==> src/rtl/apb_master.sv <==
// rtl/apb_master.sv - APB3 requester; the optional ACCESS-phase timeout is enabled by APB_TIMEOUT_EN
module apb_master #(
  parameter int ADDR_W      = 32,
  parameter int DATA_W      = 32,
  parameter int TIMEOUT_CYC = 16
) (
  input  logic              pclk,
  input  logic              presetn,
  input  logic              cmd_valid,
  output logic              cmd_ready,
  input  logic              cmd_write,
  input  logic [ADDR_W-1:0] cmd_addr,
  input  logic [DATA_W-1:0] cmd_wdata,
  output logic              rsp_valid,
  input  logic              rsp_ready,
  output logic [DATA_W-1:0] rsp_rdata,
  output logic              rsp_err,
  output logic              psel,
  output logic              penable,
  output logic              pwrite,
  output logic [ADDR_W-1:0] paddr,
  output logic [DATA_W-1:0] pwdata,
  input  logic              pready,
  input  logic [DATA_W-1:0] prdata,
  input  logic              pslverr
);

  typedef enum logic [1:0] {
    ST_IDLE   = 2'd0,
    ST_SETUP  = 2'd1,
    ST_ACCESS = 2'd2,
    ST_RESP   = 2'd3
  } state_t;

  state_t r_state;
  logic   w_accept;

  assign cmd_ready = (r_state == ST_IDLE);
  assign w_accept  = cmd_valid && cmd_ready;

`ifdef APB_TIMEOUT_EN
  localparam int CNT_W = $clog2(TIMEOUT_CYC + 1);
  logic [CNT_W-1:0] r_wait_cnt;
  logic             w_timeout;

  // Counter holds the number of wait cycles already seen, so the limit fires in the last allowed cycle.
  assign w_timeout = (r_wait_cnt == CNT_W'(TIMEOUT_CYC - 1));
`else
  logic w_unused_timeout;
  assign w_unused_timeout = (TIMEOUT_CYC != 0);
`endif

  always_ff @(posedge pclk or negedge presetn) begin
    if (!presetn) begin
      r_state   <= ST_IDLE;
      psel      <= 1'b0;
      penable   <= 1'b0;
      pwrite    <= 1'b0;
      paddr     <= '0;
      pwdata    <= '0;
      rsp_valid <= 1'b0;
      rsp_rdata <= '0;
      rsp_err   <= 1'b0;
`ifdef APB_TIMEOUT_EN
      r_wait_cnt <= '0;
`endif
    end else begin
      case (r_state)
        ST_IDLE: begin
          if (w_accept) begin
            pwrite  <= cmd_write;
            paddr   <= cmd_addr;
            pwdata  <= cmd_wdata;
            psel    <= 1'b1;
            penable <= 1'b0;
            r_state <= ST_SETUP;
          end
        end
        ST_SETUP: begin
          penable <= 1'b1;
          r_state <= ST_ACCESS;
`ifdef APB_TIMEOUT_EN
          r_wait_cnt <= '0;
`endif
        end
        ST_ACCESS: begin
          if (pready) begin
            rsp_rdata <= pwrite ? '0 : prdata;
            rsp_err   <= pslverr;
            psel      <= 1'b0;
            penable   <= 1'b0;
            rsp_valid <= 1'b1;
            r_state   <= ST_RESP;
          end
`ifdef APB_TIMEOUT_EN
          else if (w_timeout) begin
            rsp_rdata <= '0;
            rsp_err   <= 1'b1;
            psel      <= 1'b0;
            penable   <= 1'b0;
            rsp_valid <= 1'b1;
            r_state   <= ST_RESP;
          end else begin
            r_wait_cnt <= r_wait_cnt + CNT_W'(1);
          end
`endif
        end
        ST_RESP: begin
          if (rsp_ready) begin
            rsp_valid <= 1'b0;
            r_state   <= ST_IDLE;
          end
        end
        default: r_state <= ST_IDLE;
      endcase
    end
  end

endmodule

==> config.mk <==
export PLATFORM = sky130hd
export DESIGN_NAME = apb_master
export DESIGN_NICKNAME = d
export VERILOG_FILES = /design/src/rtl/apb_master.sv
export SDC_FILE = /design/constraint.sdc
export NUM_CORES = 1
export LEC_CHECK = 0
export CORE_MARGIN = 5
export CORE_UTILIZATION = 44
export CTS_BUF_LIST = sky130_fd_sc_hd__clkbuf_4 sky130_fd_sc_hd__clkbuf_8 sky130_fd_sc_hd__clkbuf_16
export DETAILED_ROUTE_END_ITERATION = 6
export PLACE_DENSITY = 0.91
export SETUP_SLACK_MARGIN = 0.1
export SYNTH_ARGS = -nofsm -noshare
export SYNTH_HDL_FRONTEND = slang
export SYNTH_SLANG_ARGS = --single-unit
==> constraint.sdc <==
create_clock -name pclk -period 4.2 [get_ports pclk]
set_input_delay 0.84 -clock pclk [delete_from_list [all_inputs] [get_ports pclk]]
set_output_delay 0.84 -clock pclk [all_outputs]
set_load 0.1 [all_outputs]
==> impl_metrics.toml <==
[setup_path]
path_cells = "inv_1 > ha_1 > clkdlybuf4s50_1"
cp_data_arrival_time_ps = 2340
crit_path_top_delay_cell = "clkdlybuf4s50_1"
r2r_slack_ps = 2300
path_buf_inv = 2
criticalPathCategory = "reg2out"
path_delay_family = "buffers and inverters"
critPathCaptureType = "output port"
path_max_fanout = 5
cp.depth = 3
rr_worst_depth = 5
worstPathRequired_ps = 3360
critPathLaunchType = "flop"
critical-path-max-stage-delay_ps = 1160

[timing]
timing.final.crit_share = 0.7564
tns_ps = 0
setup_viol = 0
slew_headroom = 0.3161
rsz0062_at_grt = "no"
skew_ps = 12.43
finalHoldViolCount = 0
clock.fmax_ghz = 0.3148
tightest_slew_ps = 1023
fin_crit_ps = 3177
holdWs_ps = 365.6
drv_slew = 0

[yosys]
netlist_instances = 308
ys_types = 18
synth_warnings = 0
synth.net_count = 417
synth.avg_cell_area_um2 = 13.99
synthTopCellsByArea = "dfrtp_1, mux2_4, nand2b_1"
yosysSeqAreaShare = 0.5981
synth.ff_latch_count = 103
synth.cell_area_um2 = 4309
synth.top_cell.area_share = 0.5981
yosys.area.top_type = "dfrtp_1"

[clock_tree]
clockBufferDepth = 2
clkSinkCount = 103
cts_made_buffers = 9
cts_resized = 0
cts_tree = "done"
cts_root_buf = "clkbuf_8"
cts_hold_buffers = 0
cts_setup_buffers = 0
clkTransAtPathRegs_ps = 100
worstSkewPairLatency_ps = 360
htreeDepth = 3

[layout]
final_cells = 648
drive_gt1_frac = 0.1767
nets = 620
areaGrowthSynthToFinish_pct = 54.50
fillers = 705
mostFrequentLayoutCells = "clkdlybuf4s50_1, dfrtp_1, mux2_4"
diodes = 0
layout_commonest_cell = "clkdlybuf4s50_1"

[grt]
grt_max_degree = 66
grt_pass1_vias = 3302
track_usage = 0.1897
grt_pass1_wl_um = 17210
overflow = 0
grt_antenna_before_repair = 0

[floorplan]
placement_rows = 36
die_area_um2 = 11870
coreArea_um2 = 9684
pin_count = 205
die_x_um = 109.0
initial_core_util = 0.4450
chipHeight_um = 109.0

[detailed_routing]
routed_wl_um = 11300
drtAntennaViolNets = 0
drcViolationCount = 0
vias = 3056
firstDrtPassIters = 6
wl_per_cell_um = 17.44
drt_iter0_drc = 136
viasPerCell = 4.716

[place]
gp_congestion = 0.8263
placedCellCount = 633
port_buffers = 204
place_hpwl_um = 8754

[status]
status = "completed"

[worst_hold_path]
min_path_type = "in2async"

[run]
maxCapViolCount = 0
[cell families after synthesis]
| logic type | synth area share |
|---|---|
| AOI/OAI and AO/OA | 0.05198 |
| and+or+nand+nor | 0.07985 |
| muxes | 0.2213 |
| DFF | 0.5981 |
| adders and majority gates | 0.01742 |
| buffers and inverters | 0.03136 |
[cells in the mapped netlist (all sizes together)]
library cell    n
dfrtp         103
mux2           68
nand2          35
nand2b         33
o21ai          33
buf            12
ha              6
clkbuf          5
inv             5
a21oi           2
a221oi          2
a22o            1
nor2b           1
o22ai           1
o32a            1
[cell type report]
class                      count  area (µm²)  area share
sequential                   103        2577      0.3871
timing repair buffer         209        2090      0.3138
multi-input combinational    183        1604      0.2409
tap                          133       166.4     0.02500
clock buffer                  12       158.9     0.02387
clock inverter                 3       42.54    0.006390
inverter                       5       18.77    0.002819
[state kept, by name, indices dropped and copies added (netlist names)]
name	count
paddr	32
pwdata	32
rsp_rdata	32
r_state	2
penable	1
psel	1
pwrite	1
rsp_err	1
rsp_valid	1
[routing by layer]
layer  GRT usage  share of wire  routed length, µm  up-vias
met5           0              0                  0        -
met4     0.05771          0.014                161        0
met3     0.05802          0.080                901       14
met2      0.3417           0.53               5959      111
met1      0.2149           0.38               4278     1490
li1            -              -                  -     1441
[worst paths after layout]
check / startpoint / end
max in group asynchronous: presetn / rsp_rdata[22]
hold reg to reg: rsp_rdata[5] / rsp_rdata[5]
setup reg to reg: r_state[0] / pwrite
hold / removal: presetn / paddr[0]
min in group pclk: rsp_rdata[5] / rsp_rdata[5]
setup / recovery: r_state[0] / cmd_ready
[through the flow]
stage,utilization,setup WS [ps],cell area [µm²]
4_1_cts,0.6875,1014,6658
3_5_place_dp,0.6667,1435,6456
6_report,0.6875,1023,6658
3_3_place_gp,0.6667,1506,6456
5_1_grt,0.6875,941.0,6658
2_1_floorplan,-,2037,4309
Power is not shown: default switching activity piles up to over one toggle a cycle in this logic, so the estimate is an artifact.
